==> src/rtl/bs_window_buffer.sv <==
// Circular bitstream window buffer feeding the H.264 syntax parser.
// Holds DEPTH 32-bit stream words and presents 48 bits starting at the parser bit pointer.
module bs_window_buffer #(
   parameter int DEPTH = 8
) (
   input  logic        clk,
   input  logic        reset,
   input  logic [31:0] word_in,
   input  logic        word_valid,
   output logic        word_ready,
   input  logic [31:0] pc,
   output logic [15:0] BitStream_buffer_output,
   output logic [31:0] BitStream_buffer_output_ex32,
   output logic        window_valid,
   output logic        pc_underflow
);

   localparam int AW = $clog2(DEPTH);

   logic [26:0] wr_idx_reg;
   logic [26:0] base_reg;
   logic [31:0] mem [DEPTH];

   logic [26:0]   w_idx;
   logic [4:0]    bit_off;
   logic          skip;
   logic [26:0]   occ;
   logic          accept;
   logic          underflow;
   logic          valid_next;
   logic [AW-1:0] slot_addr [3];
   logic [31:0]   win_word  [3];
   logic [95:0]   window96;
   logic [47:0]   out48;

   assign w_idx   = pc[31:5];
   assign bit_off = pc[4:0];

   // Skip mode: the parser has moved past words not yet received.
   assign skip       = wr_idx_reg < base_reg;
   assign occ        = skip ? '0 : (wr_idx_reg - base_reg);
   assign word_ready = !reset && (occ < 27'(DEPTH));
   assign accept     = word_valid && word_ready;

   assign underflow  = w_idx < base_reg;
   assign valid_next = (wr_idx_reg >= (w_idx + 27'd3)) && !underflow;

   genvar gi;
   generate
      for (gi = 0; gi < 3; gi++) begin : g_slot
         assign slot_addr[gi] = w_idx[AW-1:0] + AW'(gi);
         assign win_word[gi]  = mem[slot_addr[gi]];
      end
   endgenerate

   // MSB of window96 is stream bit 32*w; stream bit pc+i sits at index 95-bit_off-i.
   assign window96 = {win_word[0], win_word[1], win_word[2]};
   assign out48    = window96[7'd48 - 7'(bit_off) +: 48];

   always_ff @(posedge clk) begin
      if (accept && !skip) begin
         mem[wr_idx_reg[AW-1:0]] <= word_in;
      end
   end

   always_ff @(posedge clk) begin
      if (reset) begin
         wr_idx_reg                   <= '0;
         base_reg                     <= '0;
         BitStream_buffer_output      <= '0;
         BitStream_buffer_output_ex32 <= '0;
         window_valid                 <= 1'b0;
         pc_underflow                 <= 1'b0;
      end else begin
         base_reg <= w_idx;
         if (accept) begin
            wr_idx_reg <= wr_idx_reg + 27'd1;
         end
         if (underflow) begin
            pc_underflow <= 1'b1;
            window_valid <= 1'b0;
         end else begin
            window_valid <= valid_next;
            if (valid_next) begin
               BitStream_buffer_output      <= out48[47:32];
               BitStream_buffer_output_ex32 <= out48[31:0];
            end
         end
      end
   end

endmodule

==> config.mk <==
export PLATFORM = sky130hd
export DESIGN_NAME = bs_window_buffer
export DESIGN_NICKNAME = d
export VERILOG_FILES = /design/src/rtl/bs_window_buffer.sv
export SDC_FILE = /design/constraint.sdc
export NUM_CORES = 1
export LEC_CHECK = 0
export ABC_AREA = 0
export BUFFER_PORTS_ARGS = -buffer_cell sky130_fd_sc_hd__buf_2
export CAP_MARGIN = 30
export CORE_MARGIN = 4
export CORE_UTILIZATION = 55
export DETAILED_ROUTE_END_ITERATION = 12
export PLACE_DENSITY = 0.73
export SYNTH_ARGS = -nofsm -noshare
export SYNTH_HDL_FRONTEND = slang
export SYNTH_SLANG_ARGS = --single-unit
==> constraint.sdc <==
create_clock -name clk -period 8.62 [get_ports clk]
set_clock_uncertainty 0.1 [all_clocks]
set_input_delay 1.293 -clock clk [delete_from_list [all_inputs] [get_ports clk]]
set_output_delay 1.293 -clock clk [all_outputs]
set_load 0.03 [all_outputs]
* After elaboration in Yosys (flattened, before gate mapping)
Memory sizes are Yosys's and may differ from the RTL's.
Index checks and enable logic that the tools add are counted.
** Word-level totals
- Output and inout port bits :: 51
- Input port bits :: 67
- Register bits after elaboration :: 104
- Logic and storage cells :: 31
- Bits in writable memories :: 256
- Memories :: 1
** Memory list
- mem :: words 8, width 32, read ports 3, clocked after memory_dff 0, write ports 1, line 22 : logic [31:0] mem [DEPTH];
** Operators by class
- Magnitude comparators :: 4
- Add/sub/neg operators :: 6
- Muxes and demuxes :: 3
- Reductions and logical operators :: 9
- Shifts and indexed selects :: 1
- Bitwise operators :: 1
** Operators by type and width (count)
- 96-bit by 8-bit variable part select with 48-bit output :: 1
- 27-bit less-than comparator :: 2
- 27-bit by 1-bit adder with 27-bit output, second input constant :: 1
- 27-bit by 2-bit adder with 27-bit output, second input constant :: 1
- 27-bit >= comparator :: 1
- 27-bit by 4-bit less-than comparator with 1-bit output, second input constant :: 1
- 27-bit two-way mux :: 1
- 27-bit subtractor :: 1
- 6-bit by 5-bit subtractor with 7-bit output, first input constant :: 1
- 1-bit logical AND :: 4
- 3-bit by 1-bit adder with 3-bit output, second input constant :: 1
- 3-bit by 2-bit adder with 3-bit output, second input constant :: 1
- 1-bit logical NOT :: 3
- 1-bit two-way mux :: 2
- 2-bit AND reduction :: 1
- 2-bit OR reduction :: 1
- 1-bit NOT :: 1

* Logic depth before layout (Yosys ltp)
- Depth after elaboration :: 8
- Gate-level depth with buffers :: 24
- Mapped depth without buffers :: 20

* Least setup slack after synthesis
No wires, ideal clock.
- Path type :: register to register
- Start :: register wr_idx_reg[2]
- End :: memory mem[1][0] (enable)
- Cell stages (with the launch flop) :: 12
- Library setup time :: 0.502 ns
- Arrival time :: 5.584 ns
- Period minus slack after synthesis :: 6.186 ns
- Path slack :: 2.434 ns
- Cell sequence :: dfxtp_1 > ha_1 > a21o_1 > a31oi_2 > nor3_2 > o21ai_1 > a31oi_1 > o41a_1 > mux2_2 > a21bo_2 > nand4_1 > nor4_1
** Between the ends
- Word-level cells in the longest chain between the ends :: 8
- Elaborated cells on any way between the ends :: 10
- Classes of those cells :: 1 x add/sub; 2 x order compare; 3 x mux; 4 x reduce/logical
** RTL lines
- start: declaration :: line 20 : logic [26:0] wr_idx_reg;
- start signal: assignment :: line 77 : wr_idx_reg <= wr_idx_reg + 27'd1;
- 27-bit subtractor or 27-bit less-than comparator (tied branches) :: line 41, 40
- 27-bit two-way mux :: line 41 : assign occ = skip ? '0 : (wr_idx_reg - base_reg);
- 27-bit by 4-bit less-than comparator with 1-bit output :: line 42 : assign word_ready = !reset && (occ < 27'(DEPTH));
- 1-bit logical AND :: line 42
- 1-bit logical AND :: line 43 : assign accept = word_valid && word_ready;
- 1-bit logical AND :: line 61 : if (accept && !skip) begin
- 1-bit two-way mux :: line 61
- 1-bit two-way mux (not written as such) :: line 62 : mem[wr_idx_reg[AW-1:0]] <= word_in;
- end: declaration :: line 22
Several ways; a longest one is shown, not always the timed one.

* Final worst setup path
- Start :: input port pc[5]
- End :: register BitStream_buffer_output_ex32[30]
** Between the ends
- Word-level cells in the longest chain between the ends :: 4
- Elaborated cells on any way between the ends :: 11
- Classes of those cells :: 3 x add/sub; 2 x order compare; 1 x shift; 1 x bitwise; 3 x reduce/logical; 1 x memory
** RTL lines
- start: declaration :: line 11 : input logic [31:0] pc,
- 27-bit by 2-bit adder with 27-bit output or 27-bit less-than comparator (tied branches) :: line 46, 45
- 27-bit >= comparator or 1-bit logical NOT (tied branches) :: line 46 : assign valid_next = (wr_idx_reg >= (w_idx + 27'd3)) && !underflow;
- 1-bit logical AND :: line 46
- 2-bit AND reduction (no source line)
- end signal: assignment :: line 86 : BitStream_buffer_output_ex32 <= out48[31:0];
- end: declaration :: line 13 : output logic [31:0] BitStream_buffer_output_ex32,
Several ways; a longest one is shown, not always the timed one.
A chain may end at the register's enable or synchronous reset.

==> results by group <==
Die
  – IO Pins: 118
  – DIE HEIGHT: 225 um
  – Die X-Extent: 225 um
  – Die ar.: 50500 sq um
  – FP Rows: 79
  – Starting density of the core: 55.6%
  – Core ar.: 46500 sq um

CTS
  – Reg clk slew, reported paths: 0.06 ns
  – Clock sink total: 360
  – Root buf cell: clkbuf_16
  – CTS tree: done
  – H-tree Lvls: 2
  – Worst-Skew Late Latency: 0.58 ns
  – CTS Hold Bufs: 0
  – Post_cts resized: 0
  – Clock Path Buffers: 3
  – Setup bufs post-CTS: 0
  – Num CTS Buffers: 39

Yosys
  – Post-synthesis sequential area ratio: 37.8%
  – Mapped Area: 25800 sq um
  – Top FF cell, synth: edfxtp_1
  – Synth Net Count: 2481
  – Synth cell types: 90
  – YS warnings: 0
  – Synthesized area per cell: 11.1 sq um
  – Largest area contributor in the netlist: edfxtp_1
  – Largest cells by area after synthesis: edfxtp_1 (30%), mux4_2 (17%), dfxtp_1 (8.1%), mux2i_1 (6.7%), mux2_2 (5.7%)
  – Post-Synthesis Cells: 2329
  – Post-synth EDFFs: 256
  – Post-synth ARST share: 0%
  – Synthesized flop and latch total: 360
  – Yosys top cell area share: 29.8%

STA
  – Final Max Slew Viols: 0
  – Fin Setup TNS: 0 ns
  – Fmax: 0.156 GHz
  – Slew margin rel.: 32.0%
  – Final hold vios: 0
  – Final setup fails: 0
  – Slew @ Worst Pin: 1.02 ns
  – Tmin final: 6.41 ns
  – Final period util: 74.3%
  – RSZ-0062 raised after global routing: false

Power
  – IR drop worst, VDD: 0.000201 V
  – Total Power: 4.86 mW
  – Leakage: 10.3 nW
  – PwrDens: 172 nW/um^2

Cells and area
  – Nets: 2509
  – Post-layout util: 60.9%
  – Most common cell after layout, fill and taps aside: edfxtp_1
  – Commonest cells after routing, fill and taps aside: edfxtp_1 (256), nor2_1 (219), nand2_1 (198)
  – Finished layout cell area: 28300 sq um
  – Layout cell share with drive strength beyond 1: 24.4%
  – FF/Latch Area: 9770 sq um
  – Footprint of the multi-input gates: 15200 sq um
  – Max reg flops: 256
  – P&R area growth vs syn: 9.45%
  – Fillcell total: 3705

Route
  – Antenna Nets Post-Route: 0
  – Wirelength per Cell: 27.5 um
  – DRT iter0 DRCs: 2564
  – DR pass1 iterations: 6
  – DR top layer: met5
  – WL met3: 8.07 mm
  – WL met1: 33.2 mm
  – Post-Route WL: 82.4 mm
  – Via density: 6.95
  – DRC: 0
  – Met2 wire length: 38.2 mm
  – Routed vias: 20800

GRT
  – First-pass GRT wire length: 125 mm
  – Largest net degree at the start of global routing: 77
  – Vias in the first global route: 19800
  – Gr ovfl total: 0
  – Initial antenna violation count: 3
  – Global Route Usage Sum: 32.1%

Setup path
  – Worst Path Required: 8.98 ns
  – Maximum fanout along the worst path: 65
  – Crit path arrival time: 6.77 ns
  – Crit end category: flip-flop
  – Crit Path Class: in -> reg
  – Critical Path Source Type: input port

Placed design
  – GP Congestion: 0.984
  – Number of port buffers: 117
  – Post-Place Cell Area: 26900 sq um
  – Post-DP HPWL: 59.1 mm

Flow run
  – Max Cap Viol: 0

Status
  – Run status: complete, no violations

Hold path
  – Hold WC Path Type: reg -> reg
## worst paths after layout
path	slack [ns]	startpoint	endpoint	cells past startpoint
setup / recovery	2.21	pc[5]	BitStream_buffer_output_ex32[30]	21
hold / removal	0.35	BitStream_buffer_output_ex32[1]	BitStream_buffer_output_ex32[1]	2
setup reg to reg	3.44	wr_idx_reg[2]	mem[6][2]	13
hold reg to reg	0.35	BitStream_buffer_output_ex32[1]	BitStream_buffer_output_ex32[1]	2
## critical path, cell delays in order
cell	delay, ns
buf_8	0.43
inv_1	0.21
ha_2	0.25
nor2b_1	0.16
nand4_1	0.26
nor2_1	0.29
nand2_1	0.09
nor2_1	0.39
nand3_1	0.17
xor2_1	0.17
ha_1	0.30
a21o_1	0.17
a21o_1	0.17
a21oi_1	0.14
o21ai_0	0.12
nor4_1	0.75
nor3_4	0.06
buf_4	0.29
nand2_1	0.35
inv_1	0.33
a32o_1	0.32
## kinds of logic after synthesis
| kind of cell | Yosys count | synth area share, % |
|---|---|---|
| compound gates | 474 | 11.9 |
| xor+xnor | 38 | 1.32 |
| fa+ha+maj | 85 | 4.12 |
| buf+inv | 224 | 3.87 |
| flops | 360 | 37.8 |
| mux | 500 | 29.4 |
| simple gates | 648 | 11.6 |
## stage by stage
stage | setup WS [ns] | instances | hold WS [ns]
6_report | 2.21 | 2997 | 0.353
5_1_grt | 1.80 | 2995 | 0.377
4_1_cts | 2.27 | 2994 | 0.358
3_5_place_dp | 1.65 | 2922 | 0.343
3_3_place_gp | 1.92 | 2919 | 0.338
2_1_floorplan | 2.43 | 2329 | 0.381
## layout make-up
type                            instances  share of cell area, %
Antenna cell                            2                 0.0177
Clock buffer                           45                   3.64
Clock inverter                         27                   1.19
Inverter                               54                  0.730
Multi-Input combinational cell       1745                   53.7
Sequential cell                       360                   34.6
Tap cell                              607                   2.69
Timing Repair Buffer                  157                   3.43
## Yosys cell counts, drive strengths merged, types with 5 or more instances
master   instances
ha              85
dfxtp          104
mux4           193
nor2           222
o211ai          38
a311oi           8
nand4           18
o22ai           16
a221oi           9
nand2b          18
a22oi            9
o21ai          127
and2             5
mux2           135
and3            10
nor2b           32
a21oi          124
nand3           35
a21o            15
a22o             5
o21a             7
o31ai           28
nor4            16
or3             14
xor2            23
and4             7
a31oi           11
buf             77
mux2i          172
o2111ai          5
a211oi          21
nand2          199
nor3            38
a32o             7
o221ai          10
inv             52
or4             22
edfxtp         256
clkbuf          93
xnor2           15
## per-layer routing
metal,vias up,GRT usage (%)
li1,9126,-
met1,10300,45.6
met2,1251,51.2
met3,173,5.29
met4,4,9.94
met5,-,0
## where the power goes
| group | internal (mW) | leakage (nW) | total, mW | switching, mW |
|---|---|---|---|---|
| Combinational | 0.435 | 6.48 | 1.23 | 0.790 |
| Clock | 1.05 | 0.667 | 1.78 | 0.727 |
| Sequential | 1.86 | 3.15 | 1.86 | 0.00439 |
| Total | 3.34 | 10.3 | 4.86 | 1.52 |
Power figures use the tool's default switching activity.
